### config.mk
export PLATFORM = sky130hd
export DESIGN_NAME = if_id_buffer
export DESIGN_NICKNAME = d
export VERILOG_FILES = /design/src/rtl/if_id_buffer.sv
export SDC_FILE = /design/constraint.sdc
export NUM_CORES = 1
export LEC_CHECK = 0
export BUFFER_PORTS_ARGS = -buffer_cell sky130_fd_sc_hd__buf_2
export CAP_MARGIN = 40
export CORE_UTILIZATION = 35
export CTS_BUF_LIST = sky130_fd_sc_hd__clkbuf_4
export DETAILED_ROUTE_END_ITERATION = 6
export PLACE_DENSITY_LB_ADDON = 0.1
export REMOVE_ABC_BUFFERS = 1
export SYNTH_ARGS = -nofsm -noshare
export SYNTH_HDL_FRONTEND = slang
export SYNTH_SLANG_ARGS = --single-unit
### constraint.sdc
create_clock -name clk -period 18.67 [get_ports clk]
set_input_delay 0 -clock clk [delete_from_list [all_inputs] [get_ports clk]]
set_output_delay 0 -clock clk [all_outputs]
set_load 0.005 [all_outputs]
### src/rtl/if_id_buffer.sv
// -----------------------------------------------------------------------------
// if_id_buffer
//
// Decoupling buffer between instruction fetch and instruction decode. Fetched
// {pc, inst} pairs are accepted over a valid/ready handshake, held in a small
// circular FIFO, and the oldest pair is presented to decode over a second
// valid/ready handshake. A flush discards everything on a redirect.
//
// Parameters
//   DEPTH  number of entries (power of two, >= 2)
//   XLEN   width of the pc and instruction fields
//
// Ports
//   clk        system clock, rising-edge
//   rst        asynchronous active-high reset
//   in_valid   fetch presents a pair
//   in_ready   buffer accepts a pair this cycle
//   in_pc      pc of the fetched instruction
//   in_inst    fetched instruction word
//   out_valid  head entry is valid for decode
//   out_ready  decode consumes the head this cycle
//   out_pc     pc of the head entry (0 when empty)
//   out_inst   instruction of the head entry (0 when empty)
//   flush      synchronous discard of all entries
//   count      number of occupied entries
// -----------------------------------------------------------------------------
module if_id_buffer #(
   parameter int DEPTH = 2,
   parameter int XLEN  = 32
) (
   input  logic                     clk,
   input  logic                     rst,
   input  logic                     in_valid,
   output logic                     in_ready,
   input  logic [XLEN-1:0]          in_pc,
   input  logic [XLEN-1:0]          in_inst,
   output logic                     out_valid,
   input  logic                     out_ready,
   output logic [XLEN-1:0]          out_pc,
   output logic [XLEN-1:0]          out_inst,
   input  logic                     flush,
   output logic [$clog2(DEPTH):0]   count
);

   localparam int AW = $clog2(DEPTH);
   localparam int CW = AW + 1;

   // Storage is deliberately left out of reset; occupancy alone decides
   // which entries are meaningful.
   logic [XLEN-1:0] r_pc_mem   [DEPTH];
   logic [XLEN-1:0] r_inst_mem [DEPTH];

   logic [AW-1:0]   r_wr_ptr;
   logic [AW-1:0]   r_rd_ptr;
   logic [CW-1:0]   r_count;

   logic            w_full;
   logic            w_empty;
   logic            w_enq;
   logic            w_deq;

   assign w_full  = (r_count == CW'(DEPTH));
   assign w_empty = (r_count == '0);

   // in_ready looks only at registered occupancy: a dequeue in the same cycle
   // does not open a slot until the next cycle, so there is no combinational
   // path from out_ready to in_ready.
   assign in_ready  = ~rst & ~flush & ~w_full;
   assign out_valid = ~w_empty;

   // Flush overrides both handshakes.
   assign w_enq = in_valid & in_ready & ~flush;
   assign w_deq = out_valid & out_ready & ~flush;

   // Control state: pointers wrap naturally because DEPTH is a power of two.
   always_ff @(posedge clk or posedge rst) begin
      if (rst) begin
         r_wr_ptr <= '0;
         r_rd_ptr <= '0;
         r_count  <= '0;
      end else if (flush) begin
         r_wr_ptr <= '0;
         r_rd_ptr <= '0;
         r_count  <= '0;
      end else begin
         if (w_enq) begin
            r_wr_ptr <= r_wr_ptr + AW'(1);
         end
         if (w_deq) begin
            r_rd_ptr <= r_rd_ptr + AW'(1);
         end
         case ({w_enq, w_deq})
            2'b10:   r_count <= r_count + CW'(1);
            2'b01:   r_count <= r_count - CW'(1);
            default: r_count <= r_count;
         endcase
      end
   end

   // Entry storage, written only on an accepted enqueue.
   always_ff @(posedge clk) begin
      if (w_enq) begin
         r_pc_mem[r_wr_ptr]   <= in_pc;
         r_inst_mem[r_wr_ptr] <= in_inst;
      end
   end

   // Head is read straight from storage (no bypass), forced to zero when empty.
   assign out_pc   = w_empty ? '0 : r_pc_mem[r_rd_ptr];
   assign out_inst = w_empty ? '0 : r_inst_mem[r_rd_ptr];
   assign count    = r_count;

endmodule
### Word-level counts from Yosys, hierarchy flattened

Memory sizes are Yosys's and may differ from the RTL's.
Index checks and enable logic that the tools add are counted.

* register bits: 4
* bits in writable memories: 128
* bits of input ports: 69
* output and inout port bits: 68
* word-level logic and storage cells: 36
* memories kept: 2

Memories
* r_inst_mem: words 2, width 32, read ports 1, clocked after Yosys merged registers in 0, write ports 1, RTL line 51 `logic [XLEN-1:0] r_inst_mem [DEPTH];`
* r_pc_mem: words 2, width 32, read ports 1, clocked after Yosys merged registers in 0, write ports 1, RTL line 50 `logic [XLEN-1:0] r_pc_mem [DEPTH];`

* add/subtract/negate cells: 4
* equality and inequality tests: 3
* multiplexer cells: 10
* bitwise gates (word level): 10
* reductions and logical operators: 4

Operator list (number)
* $mux 32: 2
* $and 1x1->1: 6
* $mux 1: 6
* $eq 2x2->1 const B: 2
* $not 1->1: 4
* $pmux 2 s2: 1
* $reduce_bool 2->1: 2
* $reduce_bool 3->1: 1
* $add 1x1->1 const B: 2
* $add 2x1->2 const B: 1
* $eq 2x1->1 const B: 1
* $logic_not 2->1: 1
* $mux 2: 1
* $sub 2x1->2 const B: 1

### Longest topological paths before layout

Gate-level depths: netlist of run 1.

* word-level depth: 8
* mapped depth: 4
* depth with buffers taken out: 3

### Worst setup path after synthesis of run 1

No wires, ideal clock.

* path kind: register to register
* start: reg r_count[1], in the netlist count[1]
* end: mem r_inst_mem[1][0] (enable)
* library setup time: 665 ps
* arrival: 7233 ps
* data required time: 18005 ps
* path slack: 10772 ps
* stages on the path, launching flop included: 3
* buffers on the path: 0
* period minus slack after synthesis: 7898 ps
* cell sequence: dfrtp_1 -> nor2b_1 -> nor4b_1

* longest elaborated chain between the ends: 7

RTL lines
* start, declared: RTL line 55 `logic [CW-1:0] r_count;`
* start signal, assigned: RTL line 93 `2'b10: r_count <= r_count + CW'(1);`
* start signal, assigned: RTL line 94 `2'b01: r_count <= r_count - CW'(1);`
* start signal, assigned: RTL line 95 `default: r_count <= r_count;`
* $eq 2x2->1: RTL line 62 `assign w_full = (r_count == CW'(DEPTH));`
* $not 1->1: RTL line 68 `assign in_ready = ~rst & ~flush & ~w_full;`
* $and 1x1->1: RTL line 68
* $and 1x1->1 (2 in a row): RTL line 72 `assign w_enq = in_valid & in_ready & ~flush;`
* $mux 1: RTL line 102 `if (w_enq) begin`
* $mux 1 (implied by the code): RTL line 104 `r_inst_mem[r_wr_ptr] <= in_inst;`
* end, declared: RTL line 51

Every way passes these cells.

### Worst setup path after layout of run 1

* start: reg r_count[1], in the netlist count[1]
* end: reg r_count[1], in the netlist count[1]

* longest elaborated chain between the ends: 8
* elaborated cells between the ends (all ways): 16
* those cells by class: add/sub (2); eq/ne (3); mux (2); bitwise (7); reduce/logical (2)

RTL lines
* $eq 2x2->1: RTL line 62
* $not 1->1: RTL line 68
* $and 1x1->1: RTL line 68
* $and 1x1->1 (2 in a row): RTL line 72
* $eq 2x1->1 or $eq 2x2->1 (tied branches): RTL line 92 `case ({w_enq, w_deq})`
* $pmux 2 s2: RTL line 92
* $mux 2: RTL line 81 `end else if (flush) begin`

Parallel ways exist; a longest one is shown, timed or not.
A chain may end at the register's enable or synchronous reset.

==> results of run 1 <==
[synthesized netlist by cell type]
| cell type | instances |
|---|---|
| o211ai_1 | 1 |
| nand3b_1 | 1 |
| nor3_1 | 1 |
| o21bai_1 | 1 |
| nor4_1 | 1 |
| buf_4 | 6 |
| clkbuf_1 | 2 |
| a31oi_1 | 1 |
| mux2i_1 | 64 |
| nor4b_1 | 1 |
| edfxtp_1 | 128 |
| dfrtp_1 | 4 |
| buf_2 | 6 |
| inv_1 | 2 |
| nor2_1 | 66 |
| and4bb_2 | 1 |
| o21ai_0 | 2 |
| a22oi_1 | 1 |
| a21oi_1 | 2 |
| or3_1 | 1 |
| nand2b_1 | 1 |
| xor2_1 | 1 |
| nand2_1 | 1 |
| nor2b_1 | 2 |
[flip-flops by register name, indices dropped and copies added (netlist names)]
| signal | cells |
|---|---|
| count | 2 |
| r_inst_mem | 64 |
| r_pc_mem | 64 |
| r_rd_ptr | 1 |
| r_wr_ptr | 1 |
[path summary, 6_finish.rpt]
check,slack [ns],from,end,cells after the start
max,16.31,count[1],count[1],5
min,0.18,in_inst[8],r_inst_mem[0][8],2
max reg2reg,16.31,count[1],count[1],5
min reg2reg,0.73,count[0],count[0],2
max in group asynchronous,18.04,rst,r_rd_ptr,4
min in group asynchronous,0.46,rst,count[0],4
[layer usage]
layer	vias up	wire, um	track usage [%]
met1	1495	4420	17.0
li1	1552	-	-
met2	93	4760	22.2
met4	0	198	7.32
met3	19	613	5.15
met5	-	0	0
[power by group through the flow]
| stage | Clock, uW | Sequential [uW] | Combinational, uW |
|---|---|---|---|
| 6_report | 217 | 334 | 56.3 |
| 3_5_place_dp | 0 | 341 | 45.9 |
| 2_1_floorplan | 0 | 344 | 20.5 |
| 4_1_cts | 224 | 334 | 57.5 |
| 5_1_grt | 235 | 335 | 62.3 |
| 3_3_place_gp | 0 | 341 | 44.6 |
[final cells by class]
cell class                 count  area share, %
sequential                   132           56.1
timing repair buffer         215           21.2
multi-input combinational    149           14.7
tap                          180           3.20
clock inverter                12           2.63
clock buffer                  20           2.13
inverter                       2          0.107
[per-stage QoR]
step | utilization (%) | cell area [um2]
final | 50.3 | 7040
after global routing | 50.3 | 7040
after CTS | 50.3 | 7040
after detailed placement | 42.8 | 5990
after global placement | 42.4 | 5930
after floorplan | - | 4970
[cells by family (layout without fill, tap and decap cells)]
group | after synthesis | after routing | synth area share, %
xor+xnor | 1 | 1 | 0.174
buf+inv | 16 | 249 | 1.78
compound gates | 8 | 8 | 0.967
flops | 132 | 132 | 78.1
simple gates | 76 | 76 | 6.27
mux | 64 | 64 | 12.7
==> summary.txt, run 1 <==
Clocking
  – Clock-pin slew on the worst setup and hold paths: 0.11 ns
  – Number of gates resized after cts: 0
  – CTS tree: yes
  – TritonCTS Buffers: 17
  – Hold_buf cts: 72
  – H-Tree Depth: 4
  – CTS max path bufs: 2
  – Root buffer cell: clkbuf_4
  – Number of post-CTS setup repair buffers: 0
  – Skew-Pair Late Insertion Delay: 0.53 ns
  – CTS sink cnt: 132

STA
  – Final hold vios: 0
  – Relative slew slack: 63.2%
  – Final worst slack: 16.31 ns
  – Final clock skew: 0.00763 ns
  – Crit path time final: 2.36 ns
  – Slew of the pin with the lowest slew margin: 0.552 ns
  – Max-slew violation count: 0
  – Final Cycle Share: 12.6%
  – Finish-stage setup viols: 0
  – TNS Setup: 0 ns
  – RSZ-0062 raised after global routing: no
  – Hold_ws: approximately 0.18 ns
  – Max Clk Rate: approximately 0.42 GHz

Job
  – Max capacitance violation total: 0

Power
  – Pwr dens: 86.3 nW/um2
  – Leakage: 0.00267 uW
  – Maximum vdd drop: 41.1 uV
  – Sequential power share: between 50% and 60%
  – Power Internal: 484 uW
  – Clock power share: 35.7%
  – Sw Ratio: 20.4%
  – Combinational power share: 9.3%
  – Total power: 607 uW
  – Sw power: 124 uW

GRT
  – Initial antenna violation count: 0
  – Vias in the first global route: ~3.0k
  – Total grt overflow: 0
  – Global Route Usage Sum: 14.1%
  – Wire length of the first global-routing pass: 15.1 mm
  – Largest net degree at the start of global routing: 51

Cells and area
  – Most frequent cells in the layout: buf_2, edfxtp_1, dlygate4sd3_1, nor2_1, mux2i_1
  – Post-Layout Cell Count: 710
  – Area of the multi-input gates: 1030 um2
  – Ant. Diodes: 0
  – Reg area: 3950 um2
  – Syn-to-layout area delta: 39.5%
  – Number of fillers in the final layout: around 1.3k
  – Layout cells sized above 1: 33.2%
  – Nets@finish: just under 600
  – Commonest non-fill, non-tap cell in the layout: buf_2

Setup path
  – Critical Path, Cell by Cell: nor2b_1 -> o21bai_1 -> dlygate4sd3_1 -> a21oi_1 -> dlygate4sd3_1
  – Worst-path maximum fanout: 7
  – Worst path max stage delay: 0.57 ns
  – CP Class: reg2reg
  – Critical path required time: 19.14 ns
  – CP top delay family: buffers and inverters
  – Critical Path AT: 2.83 ns
  – Worst setup EP type: register
  – Most used cell, CP: dlygate4sd3_1
  – Crit-path slowest cell: dlygate4sd3_1
  – Critical path launch point type: register
  – Worst path bufs/invs: 2

Routing
  – Routed len/inst: 14.1 um
  – Total number of vias: 3,159
  – Initial DRC Count: 147
  – Drt first pass iters: 5
  – Drt drc: 0
  – Vias per cell: approximately 4.4
  – DRT Wirelength: approximately 10 mm
  – Final ANT Viol Nets: 0

Synth
  – Top cells by area, synth: edfxtp_1, mux2i_1, nor2_1
  – Yosys warns: 0
  – Syn_area_per_cell: ~17 um2
  – Mapped Cells: 297
  – Post-Syn Area: 5050 um2
  – Synth Register Bits: 132
  – Seq/Total Area, Yosys: roughly four fifths
  – Area leader, netlist: edfxtp_1
  – Synth unique cells: 24
  – Area share of the largest cell type after synthesis: between 70% and 80%

Run status
  – Status: finished, final reports clean

Floorplanning
  – Horiz. Die Dim: 122 um
  – CORE AREA: 14,000 um2
  – Die span in y: roughly 120 um
  – I/O Pins: ~140
  – Die Area: 14,900 um2
  – Initial Utilization: 36.1%
  – Rows: 43

Placed design
  – Input/output buffers: 136
  – Post-place setup slack: 16.63 ns
  – Post-DP HPWL: 6.13 mm
  – Placed Instances: 606
  – Final estimated routing congestion in global placement: 0.704

Worst hold path
  – Min-delay worst type: in2reg
No activity file was read; power rests on OpenSTA's default activity.
==> inputs of run 2 (changes only) <==
Clock period 18.67 ns to 2.1 ns, I/O delays scaled along.
==> run 2 against run 1 <==
  * Clock power increased to 7.4 times the previous value
  * Total power increased to 8.4 times the previous value
  * Worst setup slack worse by 16 ns
  * Sequential power rose to 8.9 times the previous value
  * Highest routed layer unchanged
  * Worst hold slack got worse by 0.0065 ns
==> summary.txt, run 2 (synthesized netlist as in run 1, its figures left out) <==
Setup path
  – Capture point of the worst reg-to-reg path: r_inst_mem[1][8]
  – Critical path required time: 2.10 ns
  – Worst setup EP type: output pin
  – Worst-case reg-to-reg path depth: 3
  – Worst-path maximum fanout: 15
  – Critical Path AT: 1.91 ns
  – Reg2reg start: count[1]
  – CP Class: reg2out
  – R2r setup slk: 0.27 ns
  – Critical path launch point type: register

Cells and area
  – Reg area: 3950 um2
  – Commonest non-fill, non-tap cell in the layout: buf_2
  – Ant. Diodes: 0
  – Final Util: approximately 50%
  – Post-Layout Cell Count: ~700
  – Syn-to-layout area delta: 39.0%
  – Area of the multi-input gates: 1030 um2
  – Most frequent cells in the layout: buf_2, edfxtp_1, dlygate4sd3_1, nor2_1, mux2i_1
  – Nets@finish: 586
  – Layout cells sized above 1: roughly a third
  – Number of fillers in the final layout: around 1.2k

Worst hold path
  – Worst hold start: in_inst[9]
  – Hold endpoint: r_inst_mem[0][9]
  – Min-delay worst type: in2reg
  – Hold path depth: 2

Placed design
  – Final estimated routing congestion in global placement: 0.686
  – Input/output buffers: around 140
  – Post-DP HPWL: about 6.3 mm
  – Post-place setup slack: 0.289 ns
  – Placed Instances: roughly 610

Clocking
  – CTS tree: yes
  – CTS sink cnt: 132
  – Skew-Pair Late Insertion Delay: between 0.5 and 0.6 ns
  – H-Tree Depth: 4
  – Root buffer cell: clkbuf_4
  – Clock-pin slew on the worst setup and hold paths: 0.11 ns
  – CTS max path bufs: 2
  – Number of post-CTS setup repair buffers: 0
  – TritonCTS Buffers: 17

STA
  – Final Cycle Share: between 90% and 100%
  – TNS Setup: 0 ns
  – Slew of the pin with the lowest slew margin: ~0.56 ns
  – Hold_ws: roughly 0.18 ns
  – Max Clk Rate: 0.524 GHz
  – Finish-stage setup viols: 0
  – RSZ-0062 raised after global routing: no
  – Crit path time final: 1.91 ns
  – Relative slew slack: 62.4%
  – Max-slew violation count: 0
  – Final clock skew: 0.0147 ns
  – Final worst slack: ~0.19 ns
  – Final hold vios: 0

Floorplanning
  – Horiz. Die Dim: around 120 um
  – Die Area: approximately 15,000 um2
  – Rows: 43
  – Initial Utilization: 36.1%
  – CORE AREA: between 10,000 and 15,000 um2
  – Die span in y: approximately 120 um
  – I/O Pins: 137

Run status
  – Status: finished, final reports clean

Routing
  – Final ANT Viol Nets: 0
  – Vias per cell: 4.49
  – Drt first pass iters: 4
  – Routed len/inst: 14.7 um
  – Initial DRC Count: 173
  – DRT Wirelength: 10.4 mm
  – Total number of vias: about 3.2k
  – Drt drc: 0

GRT
  – Vias in the first global route: 3,252
  – Initial antenna violation count: 0
  – Global Route Usage Sum: 14.8%
  – Wire length of the first global-routing pass: 16.1 mm
  – Largest net degree at the start of global routing: 67
  – Total grt overflow: 0

Job
  – Max capacitance violation total: 0

Power
  – Maximum vdd drop: 397 uV
  – Leakage: 0.00266 uW
  – Pwr dens: just over 700 nW/um2
## run 2: worst max path at each step
| stage | startpoint | depth (start not counted) | to |
|---|---|---|---|
| 2_1_floorplan | count[1] | 2 | r_inst_mem[1][0] |
| 3_3_place_gp | count[1] | 3 | r_pc_mem[1][20] |
| 3_5_place_dp | count[1] | 3 | r_pc_mem[1][20] |
| 4_1_cts | r_rd_ptr | 4 | out_inst[13] |
| 5_1_grt | r_rd_ptr | 4 | out_inst[0] |
| 6_report | r_rd_ptr | 4 | out_inst[0] |
## run 2: worst max-delay path, cell delays in order (launching register included)
cell and delay [ns]:
dfrtp_4 0.59, buf_4 0.34, mux2i_1 0.26, nor2_1 0.06, buf_2 0.14
## run 2: layout make-up
cell class                      instances  area share, %
Sequential cell                       132           56.2
Timing Repair Buffer                  215           21.9
Multi-Input combinational cell        149           14.7
Tap cell                              180           3.21
Clock inverter                         14           2.00
Clock buffer                           17           1.82
Inverter                                2          0.107
## run 2: power by group
group | switching (uW) | internal, uW
Combinational | 239 | 276
Clock | 907 | 688
Sequential | 23.6 | 2950
## run 2: timing repair
item	CTS	global route
endpoints found under the hold margin	136	0
hold buffers	70	0
gates resized for setup	0	0
## run 2: per-stage QoR
stage / cell area (um2) / total power, uW
floorplan: 4970 / 3240
global placement: 6050 / 3450
detailed placement: 6050 / 3450
CTS: 7020 / 5150
global route: 7020 / 5290
finish: 7020 / 5080
## run 2: routing by layer
| layer | track usage, % | routed length, um | vias to the layer above |
|---|---|---|---|
| met2 | 24.3 | 5120 | 96 |
| met3 | 6.18 | 679 | 19 |
| li1 | - | - | 1551 |
| met4 | 6.63 | 181 | 0 |
| met5 | 0 | 0 | - |
| met1 | 16.8 | 4450 | 1516 |
==> inputs of run 3 (changes only) <==
Settings changed: BUFFER_PORTS_ARGS -buffer_cell sky130_fd_sc_hd__buf_2 to -buffer_cell sky130_fd_sc_hd__buf_4, CTS_CLUSTER_DIAMETER set to 200.
Clock period 2.1 ns to 1.6 ns, I/O delays scaled along.
==> run 3 against run 2 <==
  * The run now ends with negative setup slack left
  * Count of clock-buffer cells in the layout rose by 4
  * Via count rose by 7.4%
  * Worst setup slack got worse by 0.37 ns
  * Non-clock buffer count rose by 37
  * Design area rose by 17%
  * Clock skew fell by 0.0039 ns
  * Clock power rose by 33%
  * Total power rose by 40%
  * Critical endpoint is now out_pc[15]
  * Largest power group unchanged
==> summary.txt, run 3 (synthesized netlist as in run 1, its figures left out) <==
GRT
  – Wire length of the first global-routing pass: 17.5 mm
  – Met1 GRT Util: 20.0%
  – Vias in the first global route: ~3.3k
  – Total grt overflow: 0
  – Global Route Usage Sum: about 17%
  – Met3 Use GR: roughly 6.1%
  – GR Layer Usage met2: approximately 27%
  – GR peak layer: met2
  – Initial antenna violation count: 0
  – Largest net degree at the start of global routing: 30

STA
  – Final worst slack: -0.178 ns
  – Final hold vios: 0
  – Relative slew slack: 73.3%
  – Max Clk Rate: 0.562 GHz
  – Slew of the pin with the lowest slew margin: around 0.39 ns
  – Final Cycle Share: 111%
  – Max-slew violation count: 0
  – Hold_ws: 0.190 ns
  – Final clock skew: 0.0108 ns
  – TNS Setup: -10.18 ns
  – Crit path time final: 1.78 ns
  – Finish-stage setup viols: 105
  – RSZ-0062 raised after global routing: yes

Run status
  – Failing checks: negative setup slack
  – Status: complete, but fails checks

Cells and area
  – Post-Layout Cell Count: 747
  – Syn-to-layout area delta: 62.4%
  – Most frequent cells in the layout: buf_4, edfxtp_1, dlygate4sd3_1, mux2i_1, nor2_1
  – Layout cells sized above 1: 43.7%
  – Ant. Diodes: 0
  – Number of fillers in the final layout: around 1.1k
  – Reg area: 3950 um2
  – Commonest non-fill, non-tap cell in the layout: buf_4
  – Area of the multi-input gates: ~1200 um2
  – Nets@finish: between 600 and 700

Routing
  – Drt drc: 0
  – Drt first pass iters: 4
  – Vias per cell: roughly 4.6
  – Routed len/inst: 17.8 um
  – DRT Wirelength: 13.3 mm
  – Initial DRC Count: 151
  – Final ANT Viol Nets: 0
  – Total number of vias: approximately 3.4k

Power
  – Maximum vdd drop: approximately 540 uV
  – Pwr dens: approximately 870 nW/um2
  – Leakage: between 0.003 and 0.004 uW

Clocking
  – CTS sink cnt: 132
  – Root buffer cell: clkbuf_4
  – H-Tree Depth: 4
  – CTS tree: yes
  – Skew-Pair Late Insertion Delay: 0.52 ns
  – CTS max path bufs: 2
  – Clock-pin slew on the worst setup and hold paths: 0.11 ns
  – TritonCTS Buffers: 17

Setup path
  – Worst-path maximum fanout: 16
  – CP Class: reg2out
  – Critical path launch point type: register
  – Worst setup EP type: output pin
  – Critical path required time: 1.60 ns
  – Critical Path AT: 1.78 ns

Floorplanning
  – Die Area: 14,900 um2
  – CORE AREA: 14,000 um2
  – I/O Pins: 137
  – Initial Utilization: 36.1%
  – Rows: between 40 and 50
  – Horiz. Die Dim: approximately 120 um
  – Die span in y: approximately 120 um

Placed design
  – Final estimated routing congestion in global placement: 0.720
  – Post-DP HPWL: 6.86 mm
  – Post-place setup slack: 0.116 ns
  – Placed Instances: between 600 and 700
  – Input/output buffers: 136

Worst hold path
  – Min-delay worst type: in2reg

Job
  – Max capacitance violation total: 0
==> run 3: final timing paths <==
kind,startpoint,cells after the start,to,slack (ns)
max,r_rd_ptr,5,out_pc[15],-0.18
min,in_inst[9],2,r_inst_mem[0][9],0.19
max reg2reg,count[1],4,r_pc_mem[1][21],-0.06
min reg2reg,r_wr_ptr,2,r_wr_ptr,0.62
max in group asynchronous,rst,4,r_rd_ptr,0.94
min in group asynchronous,rst,4,r_rd_ptr,0.50
==> run 3: power breakdown <==
group          internal, uW  switching, uW  leakage [uW]
sequential             3870           21.8       0.00121
clock                   977           1150      0.000146
combinational           648            448       0.00171
total                  5490           1620       0.00307
==> run 3: per-stage QoR <==
| stage | power [uW] | util (%) | instance area, um2 |
|---|---|---|---|
| detailed placement | 4660 | 46.2 | 6470 |
| finish | 7110 | 58.6 | 8200 |
| CTS | 7050 | 54.9 | 7680 |
| floorplan | 4260 | - | 4970 |
| global route | 7380 | 58.6 | 8200 |
| global placement | 4650 | 46.2 | 6470 |
==> run 3: routing by layer <==
layer	up-vias	wire length, um	share of wire (%)
met5	-	0	0
li1	1638	-	-
met1	1660	5690	43
met3	14	642	4.8
met2	107	6760	51
met4	0	191	1.4
==> run 3: cell type report <==
cell class | instances | area share, %
inverters | 2 | 0.0915
clock inverters | 11 | 1.34
well taps | 180 | 2.75
multi-input cells | 149 | 14.7
clock buffers | 21 | 1.92
flip-flops and latches | 132 | 48.1
repair buffers | 252 | 31.1
==> run 3: timing repair <==
item	CTS	global route
pin swaps	0	3
endpoints found under the setup margin	66	136
gates resized for setup	22	45
cloned	4	16
endpoints found under the hold margin	136	0
hold buffers	69	0
buffers inserted	7	6
==> run 3: critical path, stage by stage, from the launching register on <==
cell	delay (ns)
dfrtp_4	0.50
buf_12	0.15
buf_12	0.17
mux2i_2	0.24
nor2_2	0.06
buf_4	0.13
